==> src/rtl/npc_pkg.sv <==
// ---- npc_pkg: MemOp encodings, LSU state encoding and access legality helper (rev 1.0) ----
`default_nettype none

package npc_pkg;

  typedef enum logic [2:0] {
    MEM_LB  = 3'b000,
    MEM_LH  = 3'b001,
    MEM_LW  = 3'b010,
    MEM_LBU = 3'b100,
    MEM_LHU = 3'b101
  } mem_op_e;

  localparam logic [1:0] ST_IDLE = 2'd0;
  localparam logic [1:0] ST_REQ  = 2'd1;
  localparam logic [1:0] ST_WAIT = 2'd2;
  localparam logic [1:0] ST_RESP = 2'd3;

  // Unsigned forms only exist for loads; halves and words must be naturally aligned.
  function automatic logic access_illegal(input logic [2:0] op, input logic wen,
                                          input logic [1:0] lane);
    logic bad;
    case (op)
      MEM_LB:  bad = 1'b0;
      MEM_LBU: bad = wen;
      MEM_LH:  bad = lane[0];
      MEM_LHU: bad = wen | lane[0];
      MEM_LW:  bad = (lane != 2'b00);
      default: bad = 1'b1;
    endcase
    return bad;
  endfunction

endpackage

`default_nettype wire

==> src/rtl/lsu_if.sv <==
// ---- lsu_if: execute-side request, writeback response and data-memory bus of the LSU (rev 1.0) ----
`default_nettype none

interface lsu_if;
  logic        req_valid;
  logic        req_ready;
  logic        req_wen;
  logic [2:0]  req_op;
  logic [31:0] req_addr;
  logic [31:0] req_wdata;

  logic        resp_valid;
  logic        resp_ready;
  logic [31:0] resp_rdata;
  logic        resp_err;

  logic        mem_valid;
  logic        mem_ready;
  logic        mem_wen;
  logic [31:0] mem_addr;
  logic [31:0] mem_wdata;
  logic [3:0]  mem_wmask;
  logic        mem_rvalid;
  logic [31:0] mem_rdata;

  // slave: the LSU itself; master: the pipeline and data memory around it
  modport slave (
    input  req_valid, req_wen, req_op, req_addr, req_wdata,
    input  resp_ready,
    input  mem_ready, mem_rvalid, mem_rdata,
    output req_ready,
    output resp_valid, resp_rdata, resp_err,
    output mem_valid, mem_wen, mem_addr, mem_wdata, mem_wmask
  );

  modport master (
    output req_valid, req_wen, req_op, req_addr, req_wdata,
    output resp_ready,
    output mem_ready, mem_rvalid, mem_rdata,
    input  req_ready,
    input  resp_valid, resp_rdata, resp_err,
    input  mem_valid, mem_wen, mem_addr, mem_wdata, mem_wmask
  );
endinterface

`default_nettype wire

==> src/rtl/lsu_align.sv <==
// ---- lsu_align: store lane mask/replication and load lane extraction with extension (rev 1.0) ----
`default_nettype none

module lsu_align
  import npc_pkg::*;
(
  input  logic [2:0]  op,
  input  logic [1:0]  lane,
  input  logic [31:0] wdata,
  input  logic [31:0] rdata,
  output logic [3:0]  wmask,
  output logic [31:0] wdata_rep,
  output logic [31:0] rdata_fmt
);
  logic [31:0] shifted;
  logic        sign_en;

  // Bring the addressed lane down to bit 0; words are always lane 0 when legal.
  assign shifted = rdata >> {lane, 3'b000};
  assign sign_en = ~op[2];

  always_comb begin
    wmask     = 4'b1111;
    wdata_rep = wdata;
    rdata_fmt = shifted;
    case (op)
      MEM_LB, MEM_LBU: begin
        wmask     = 4'b0001 << lane;
        wdata_rep = {4{wdata[7:0]}};
        rdata_fmt = {{24{shifted[7] & sign_en}}, shifted[7:0]};
      end
      MEM_LH, MEM_LHU: begin
        wmask     = 4'b0011 << lane;
        wdata_rep = {2{wdata[15:0]}};
        rdata_fmt = {{16{shifted[15] & sign_en}}, shifted[15:0]};
      end
      default: ;
    endcase
  end

endmodule

`default_nettype wire

==> src/rtl/lsu.sv <==
// ---- lsu: single-outstanding load/store unit FSM with memory-access timeout (rev 1.0) ----
`default_nettype none

module lsu
  import npc_pkg::*;
#(
  parameter int TIMEOUT_CYCLES = 255
) (
  input  logic clk,
  input  logic rst,
  lsu_if.slave bus
);
  localparam int               CNT_W    = $clog2(TIMEOUT_CYCLES + 1);
  localparam logic [CNT_W-1:0] CNT_LAST = CNT_W'(TIMEOUT_CYCLES - 1);

  logic [1:0]       state;
  logic [CNT_W-1:0] cnt;
  logic             wen;
  logic [2:0]       op;
  logic [31:0]      addr;
  logic [31:0]      wdata;
  logic [31:0]      rdata;
  logic             err;
  logic             expired;
  logic [3:0]       wmask_fmt;
  logic [31:0]      wdata_fmt;
  logic [31:0]      rdata_fmt;

  lsu_align u_align (
    .op        (op),
    .lane      (addr[1:0]),
    .wdata     (wdata),
    .rdata     (bus.mem_rdata),
    .wmask     (wmask_fmt),
    .wdata_rep (wdata_fmt),
    .rdata_fmt (rdata_fmt)
  );

  assign expired = (cnt >= CNT_LAST);

  // Completion events are tested before expiry so a same-cycle handshake wins.
  always_ff @(posedge clk or posedge rst) begin
    if (rst) begin
      state <= ST_IDLE;
      cnt   <= '0;
      wen   <= 1'b0;
      op    <= 3'b000;
      addr  <= 32'h0;
      wdata <= 32'h0;
      rdata <= 32'h0;
      err   <= 1'b0;
    end else begin
      case (state)
        ST_IDLE: begin
          if (bus.req_valid) begin
            wen   <= bus.req_wen;
            op    <= bus.req_op;
            addr  <= bus.req_addr;
            wdata <= bus.req_wdata;
            cnt   <= '0;
            rdata <= 32'h0;
            if (access_illegal(bus.req_op, bus.req_wen, bus.req_addr[1:0])) begin
              err   <= 1'b1;
              state <= ST_RESP;
            end else begin
              err   <= 1'b0;
              state <= ST_REQ;
            end
          end
        end
        ST_REQ: begin
          cnt <= cnt + CNT_W'(1);
          if (bus.mem_ready) begin
            state <= wen ? ST_RESP : ST_WAIT;
          end else if (expired) begin
            err   <= 1'b1;
            state <= ST_RESP;
          end
        end
        ST_WAIT: begin
          cnt <= cnt + CNT_W'(1);
          if (bus.mem_rvalid) begin
            rdata <= rdata_fmt;
            state <= ST_RESP;
          end else if (expired) begin
            err   <= 1'b1;
            state <= ST_RESP;
          end
        end
        ST_RESP: begin
          if (bus.resp_ready) begin
            state <= ST_IDLE;
          end
        end
        default: state <= ST_IDLE;
      endcase
    end
  end

  assign bus.req_ready  = (state == ST_IDLE);
  assign bus.mem_valid  = (state == ST_REQ);
  assign bus.resp_valid = (state == ST_RESP);
  assign bus.resp_rdata = rdata;
  assign bus.resp_err   = err;
  assign bus.mem_wen    = wen;
  assign bus.mem_addr   = {addr[31:2], 2'b00};
  assign bus.mem_wdata  = wdata_fmt;
  assign bus.mem_wmask  = wen ? wmask_fmt : 4'b0000;

endmodule

`default_nettype wire
==> src/flat_wrapper.sv <==
// flat-port wrapper written by rule: the top's interface ports become plain ports
module lsu_flat import npc_pkg::*;
#(
  parameter int TIMEOUT_CYCLES = 255
)
  (clk, rst, bus_req_valid, bus_req_wen, bus_req_op, bus_req_addr, bus_req_wdata, bus_resp_ready, bus_mem_ready, bus_mem_rvalid, bus_mem_rdata, bus_req_ready, bus_resp_valid, bus_resp_rdata, bus_resp_err, bus_mem_valid, bus_mem_wen, bus_mem_addr, bus_mem_wdata, bus_mem_wmask);
  lsu_if bus_i ();
  input  logic clk;
  input  logic rst;
  input wire logic [$bits(bus_i.req_valid)-1:0] bus_req_valid;
  input wire logic [$bits(bus_i.req_wen)-1:0] bus_req_wen;
  input wire logic [$bits(bus_i.req_op)-1:0] bus_req_op;
  input wire logic [$bits(bus_i.req_addr)-1:0] bus_req_addr;
  input wire logic [$bits(bus_i.req_wdata)-1:0] bus_req_wdata;
  input wire logic [$bits(bus_i.resp_ready)-1:0] bus_resp_ready;
  input wire logic [$bits(bus_i.mem_ready)-1:0] bus_mem_ready;
  input wire logic [$bits(bus_i.mem_rvalid)-1:0] bus_mem_rvalid;
  input wire logic [$bits(bus_i.mem_rdata)-1:0] bus_mem_rdata;
  output wire logic [$bits(bus_i.req_ready)-1:0] bus_req_ready;
  output wire logic [$bits(bus_i.resp_valid)-1:0] bus_resp_valid;
  output wire logic [$bits(bus_i.resp_rdata)-1:0] bus_resp_rdata;
  output wire logic [$bits(bus_i.resp_err)-1:0] bus_resp_err;
  output wire logic [$bits(bus_i.mem_valid)-1:0] bus_mem_valid;
  output wire logic [$bits(bus_i.mem_wen)-1:0] bus_mem_wen;
  output wire logic [$bits(bus_i.mem_addr)-1:0] bus_mem_addr;
  output wire logic [$bits(bus_i.mem_wdata)-1:0] bus_mem_wdata;
  output wire logic [$bits(bus_i.mem_wmask)-1:0] bus_mem_wmask;
  assign bus_i.req_valid = bus_req_valid;
  assign bus_i.req_wen = bus_req_wen;
  assign bus_i.req_op = bus_req_op;
  assign bus_i.req_addr = bus_req_addr;
  assign bus_i.req_wdata = bus_req_wdata;
  assign bus_i.resp_ready = bus_resp_ready;
  assign bus_i.mem_ready = bus_mem_ready;
  assign bus_i.mem_rvalid = bus_mem_rvalid;
  assign bus_i.mem_rdata = bus_mem_rdata;
  assign bus_req_ready = bus_i.req_ready;
  assign bus_resp_valid = bus_i.resp_valid;
  assign bus_resp_rdata = bus_i.resp_rdata;
  assign bus_resp_err = bus_i.resp_err;
  assign bus_mem_valid = bus_i.mem_valid;
  assign bus_mem_wen = bus_i.mem_wen;
  assign bus_mem_addr = bus_i.mem_addr;
  assign bus_mem_wdata = bus_i.mem_wdata;
  assign bus_mem_wmask = bus_i.mem_wmask;
  lsu #(.TIMEOUT_CYCLES(TIMEOUT_CYCLES)) u_core (.clk(clk), .rst(rst), .bus(bus_i));
endmodule
==> config.mk <==
export PLATFORM = sky130hd
export DESIGN_NAME = lsu_flat
export DESIGN_NICKNAME = d
export VERILOG_FILES = /design/src/rtl/npc_pkg.sv /design/src/rtl/lsu_if.sv /design/src/rtl/lsu_align.sv /design/src/rtl/lsu.sv /design/src/flat_wrapper.sv
export SDC_FILE = /design/constraint.sdc
export NUM_CORES = 1
export LEC_CHECK = 0
export CAP_MARGIN = 20
export CELL_PAD_IN_SITES_DETAIL_PLACEMENT = 1
export CELL_PAD_IN_SITES_GLOBAL_PLACEMENT = 1
export CORE_MARGIN = 2
export CORE_UTILIZATION = 31
export DETAILED_ROUTE_END_ITERATION = 6
export GPL_ROUTABILITY_DRIVEN = 0
export GPL_TIMING_DRIVEN = 0
export HOLD_SLACK_MARGIN = 0.08
export PLACE_DENSITY_LB_ADDON = 0.25
export SETUP_SLACK_MARGIN = 0.02
export SKIP_LAST_GASP = 1
export SYNTH_ARGS = -nofsm -noshare
export SYNTH_HDL_FRONTEND = slang
export SYNTH_SLANG_ARGS = --single-unit
export TNS_END_PERCENT = 50
==> constraint.sdc <==
create_clock -name clk -period 3.5 [get_ports clk]
set_input_delay 0.35 -clock clk [delete_from_list [all_inputs] [get_ports clk]]
set_output_delay 0.35 -clock clk [all_outputs]
set_load 0.05 [all_outputs]
==> flow_summary.ini, run 1 <==
[run_status]
run_status = finished, final reports clean

[finish]
final_cell_count_no_fill = 950
flow.area_growth_from_synthesis_pct = 47.3
drive_above_1_share_pct = 23.1
fillerInstances = 1975
nNetsFinal = 827
post-route-util_pct = 46.6

[die]
i_o_pins = 211
fp.dieW_um = 140
row_count = 49
full_die_area_um2 = 19500
fp.coreArea_um2 = 18000
initial_core_utilization_pct = 31.6
fp.dieH_um = 140

[synth]
synth-warning-count = 0
synth_sequential_area_ratio_pct = 48.7
synth.distinct_cells = 42
combinational_family_with_the_most_area_after_synthesis = multiplexers
ys.flop_type = sky130_fd_sc_hd__dfrtp_1
synth_most_common_cell = sky130_fd_sc_hd__dfrtp_1
synth_enable_flop_cells = 0
area_fraction_in_compound_gates_after_synthesis_pct = 11.0
synth_simple_gate_area_share_pct = 8.08
post-synth-top-area-cell = sky130_fd_sc_hd__dfrtp_1
post_synth_fa_ha_maj_area_fraction_pct = 1.32
synthesis.instances = 494
yosys-top-cells-count = sky130_fd_sc_hd__dfrtp_1 (111), sky130_fd_sc_hd__mux2_2 (84), sky130_fd_sc_hd__buf_4 (42), sky130_fd_sc_hd__nand2_1 (42), sky130_fd_sc_hd__mux2i_1 (25)
yosys-mux-area-fraction_pct = 21.5
area_share_of_the_largest_cell_type_after_synthesis_pct = 48.7
synth.area.top_cells = sky130_fd_sc_hd__dfrtp_1 (49%), sky130_fd_sc_hd__mux2_2 (17%), sky130_fd_sc_hd__buf_4 (5.5%), sky130_fd_sc_hd__mux2i_1 (4.4%), sky130_fd_sc_hd__a221o_1 (2.8%)
synth_area_um2 = 5700
synth_async_sr_flop_share_pct = 100
synth.ff_latch_count = 111
xor_xnor_share_of_the_synthesized_area_pct = 0.922
synth_area_per_cell_um2 = 11.5

[sta]
max_clock_freq_mhz = 316
setup_repair_after_global_routing_missed_its_margin = false
timing.final.setup_violations = 0
skew_ps = 10.7
final_critical_path_setup_slack_ps = 331
timing.final.crit_period_ps = 3170
slew_headroom_pct = 40.4
holdWs_ps = 499
layout_worst_path_cycle_share_pct = 90.5
slew_viol_final = 0
max_slew.worst_pin.slew_ps = 893
timing_hold_violations_final = 0

[routing]
dr_wl_met2_mm = 9.71
route.detailed.wl_per_inst_um = 19.3
route.antenna.remaining_nets = 0
topRoutingLayerUsed = met5
final_wirelength_mm = 18.4
met3_wirelength_um = 970
wl_met1_mm = 7.28
drt_pass1_iterations = 5
post_drt_via_cell_ratio = 4.91
total_number_of_vias = 4668
route.detailed.drc = 0
detail_route.iter0.violations = 146

[place]
placedCellCount = 933
place_worst_setup_slack_ps = 690
place.detailed.hpwl_mm = 14.2
io_buffers = 208

[setup_path]
crit_path_cell_trace = clkbuf_1, or2_1, buf_2, buf_1, nand2_1, nand2_1, clkdlybuf4s50_1
critical_path.most_common_cell = sky130_fd_sc_hd__nand2_1
worstPathRequired_ps = 3150
setup.worst_path.class = flip-flop to output port
critical_path.top_delay_family = buffers and inverters
timing.critical_path.fanout_max = 10
critical_path.startpoint_type = flip-flop
timing.critical_path.slowest_stage_cell = sky130_fd_sc_hd__clkdlybuf4s50_1
critPathArrivalTime_ps = 2820
slowest_stage_delay_cp_ps = 840
worst_setup_path_end_kind = output port
worstPathBufferInverterCount = 4

[clocking]
cts_num_sinks = 111
tritoncts = yes
htree_num_levels = 3
cts-buffers-inserted = 9
cts.path.max_buffers = 2
clock_latency_ps = 360
post_cts_hold_buffer_count = 0
cts_root_buffer = sky130_fd_sc_hd__clkbuf_16
cts_resized = 0
cts.clk_slew.worst_paths_ps = 80
post-cts-setup-buffers = 0

[global_routing]
grt_max_degree = 70
vias_in_the_first_global_route = 5246
initial_antenna_violation_count = 3
grt_pass1_wl_mm = 28.9
groute.usage.overall_pct = 19.0
globalRouteOverflowTotal = 0

[min_path]
holdCritPathClass = flip-flop to flip-flop

[flow_run]
maxCapViolations = 0
==> cells in the final DEF, fill, tap and decap left out, drive strengths merged, types with 4 or more instances in the layout <==
cell           count
a21oi             23
a221o             16
buf               63
clkbuf            16
clkdlybuf4s50    208
dfrtp            111
ha                 6
inv               10
mux2              84
mux2i             25
nand2             42
nand3              4
nand3b             8
nor2              23
nor3               5
nor4               4
o21a               4
o21ai             22
o2bb2ai           15
xnor2              6
==> cell families (layout without fill, tap and decap cells) <==
kind of cell             after synthesis  in the layout
flip-flops                           111            111
multiplexers                         110            110
AND/OR/NAND/NOR                       96             96
AO/OA/AOI/OAI                         88             88
buffers and inverters                 76            301
adder cells (fa/ha/maj)                6              6
XOR/XNOR                               6              6
other                                  1              3
==> layout make-up <==
class                      instances  area (um2)  share of cell area, %
sequential                       111        2780                   33.1
multi-input combinational        308        2450                   29.1
timing repair buffer             209        2110                   25.1
buffer                            68         448                   5.34
tap                              229         287                   3.41
clock buffer                      10         239                   2.85
clock inverter                     6        52.6                  0.626
inverter                           8        32.5                  0.388
antenna                            1        2.50                 0.0298
==> flip-flops by register name, summed over array words and instances (netlist names) <==
name / cells
u_core.wdata: 32
u_core.cnt: 8
u_core.state: 2
u_core.bus.resp_err: 1
u_core.addr: 32
u_core.bus.resp_rdata: 32
u_core.bus.mem_wen: 1
u_core.op: 3
==> path summary, 6_finish.rpt <==
kind                                          startpoint                   endpoint  slack, ps  cells after the start
worst min-delay path            u_core.bus.resp_rdata[1]   u_core.bus.resp_rdata[1]        500                      1
worst max register to register           u_core.state[0]  u_core.bus.resp_rdata[29]       1130                      7
worst max-delay path                        u_core.op[0]           bus_mem_wdata[9]        330                      7
max in group asynchronous                            rst           u_core.wdata[14]       2240                      3
worst min register to register  u_core.bus.resp_rdata[1]   u_core.bus.resp_rdata[1]        500                      1
min in group asynchronous                            rst            u_core.addr[23]        530                      2
==> layer usage <==
| layer | vias up | global-route usage (%) |
|---|---|---|
| met3 | 24 | 4.44 |
| met1 | 2344 | 21.4 |
| met4 | 4 | 6.47 |
| li1 | 2174 | - |
| met2 | 122 | 35.2 |
| met5 | - | 0 |
==> worst register-to-register path: stages, from the launching register on <==
cell and delay, ps:
sky130_fd_sc_hd__dfrtp_1 420, sky130_fd_sc_hd__inv_1 90, sky130_fd_sc_hd__ha_1 210, sky130_fd_sc_hd__buf_2 170, sky130_fd_sc_hd__nand2b_2 150, sky130_fd_sc_hd__nand3_1 340, sky130_fd_sc_hd__nor3_2 670, sky130_fd_sc_hd__a221o_1 270
==> through the flow <==
step | TNS [ps] | cell area, um2
floorplan | 0 | 5700
global placement | -164930 | 8070
detailed placement | 0 | 8100
CTS | 0 | 8390
global route | 0 | 8390
finish | 0 | 8390
Power of run 1 is left out: the tool's default activity adds up to more than one toggle a clock period on the data nets, which glitch-free logic cannot reach.
==> run 2: changes to the inputs <==
Settings changed: CORE_MARGIN 2 to unset.
==> run 2 against run 1 <==
- clock skew is 3.2 ps lower
- wire length is 2.3% lower
- sequential cell count stayed put
- cell count is 0.11% lower
- global-route usage is 0.52 points higher
- critical path type unchanged
- highest routed layer unchanged
==> flow_summary.ini, run 2 (synthesized netlist as in run 1, its figures left out) <==
[run_status]
run_status = finished, final reports clean

[global_routing]
vias_in_the_first_global_route = 5167
grt_pass1_wl_mm = 27.8
globalRouteOverflowTotal = 0
grt_max_degree = 76
initial_antenna_violation_count = 3
groute.usage.overall_pct = 19.5

[routing]
final_wirelength_mm = 17.9
dr_wl_met2_mm = 9.37
total_number_of_vias = 4642
met3_wirelength_um = 996
route.detailed.drc = 0
route.detailed.wl_per_inst_um = 18.9
route.antenna.remaining_nets = 0
topRoutingLayerUsed = met5
post_drt_via_cell_ratio = 4.89
drt_pass1_iterations = 4
wl_met1_mm = 7.08
detail_route.iter0.violations = 149

[setup_path]
setup.worst_path.class = flip-flop to output port
timing.critical_path.fanout_max = 10
worstPathRequired_ps = 3150
worst_setup_path_end_kind = output port
critPathArrivalTime_ps = 2820
worst_r2r_startpoint = u_core.state[0]
critical_path.startpoint_type = flip-flop
critical_path.startpoint = u_core.op[1]

[clocking]
htree_num_levels = 3
cts_resized = 0
cts_num_sinks = 111
cts_root_buffer = sky130_fd_sc_hd__clkbuf_16
clock_latency_ps = 360
post-cts-setup-buffers = 0
tritoncts = yes
cts.path.max_buffers = 2
cts-buffers-inserted = 9
post_cts_hold_buffer_count = 0
cts.clk_slew.worst_paths_ps = 70

[place]
io_buffers = 208
post_place_cell_area_um2 = 8100
place.detailed.hpwl_mm = 14.0

[die]
full_die_area_um2 = 18900
fp.dieW_um = 138
initial_core_utilization_pct = 31.7
row_count = 49
fp.dieH_um = 138
i_o_pins = 211
fp.coreArea_um2 = 18000

[finish]
flow.area_growth_from_synthesis_pct = 47.6
commonest_non_fill_non_tap_cell_in_the_layout = sky130_fd_sc_hd__clkdlybuf4s50_1
mostFrequentLayoutCells = sky130_fd_sc_hd__clkdlybuf4s50_1 (208), sky130_fd_sc_hd__dfrtp_1 (111), sky130_fd_sc_hd__mux2_2 (84)
post-route-cell-area_um2 = 8410
post-route-util_pct = 46.8
multi_input_area_um2 = 2450
drive_above_1_share_pct = 22.9
fillerInstances = 1932
layout.area.seq_um2 = 2780
nNetsFinal = 827

[sta]
skew_ps = 7.54
setup_repair_after_global_routing_missed_its_margin = false
max_slew.worst_pin.slew_ps = 727
timing_hold_violations_final = 0
layout_worst_path_cycle_share_pct = 90.6
slew_viol_final = 0
timing.final.setup_violations = 0
timing.final.crit_period_ps = 3170
slew_headroom_pct = 51.4
max_clock_freq_mhz = 315

[min_path]
holdCritPathClass = input pin to asynchronous set/reset pin

[flow_run]
maxCapViolations = 0
[run 2: worst paths after layout]
kind	end	slack (ps)	depth (start not counted)
setup / recovery	bus_mem_wdata[28]	330	5
hold / removal	u_core.addr[9]	370	2
hold reg to reg	u_core.bus.resp_rdata[2]	500	1
setup reg to reg	u_core.bus.resp_rdata[24]	1160	7
max in group asynchronous	u_core.bus.resp_rdata[27]	2440	3
min in group clk	u_core.bus.resp_rdata[2]	500	1
[run 2: area by class of cell]
type | instances | area share, %
Buffer | 68 | 5.33
Inverter | 8 | 0.417
Antenna cell | 1 | 0.0298
Clock inverter | 4 | 0.625
Multi-Input combinational cell | 308 | 29.1
Sequential cell | 111 | 33.0
Tap cell | 229 | 3.41
Clock buffer | 11 | 3.01
Timing Repair Buffer | 209 | 25.1
[run 2: through the flow]
step                setup slack, ps  cells  hold slack, ps  setup TNS (ps)
floorplan                       219    495             474               0
global placement              -1570    932             480         -172830
detailed placement              680    933             482               0
finish                          329    949             370               0
global route                    118    948             406               0
CTS                             285    948             375               0
[run 2: critical path, stage by stage, from the launching register on]
cell,delay (ps)
sky130_fd_sc_hd__dfrtp_1,430
sky130_fd_sc_hd__buf_1,540
sky130_fd_sc_hd__clkbuf_1,410
sky130_fd_sc_hd__nand2_1,80
sky130_fd_sc_hd__o21ai_0,130
sky130_fd_sc_hd__clkdlybuf4s50_1,860
[run 2: routing by layer]
layer	track usage [%]	vias up
met3	3.79	33
li1	-	2172
met1	22.8	2300
met4	8.36	4
met2	34.6	133
met5	0	-
Power of run 2 is left out for the same reason.
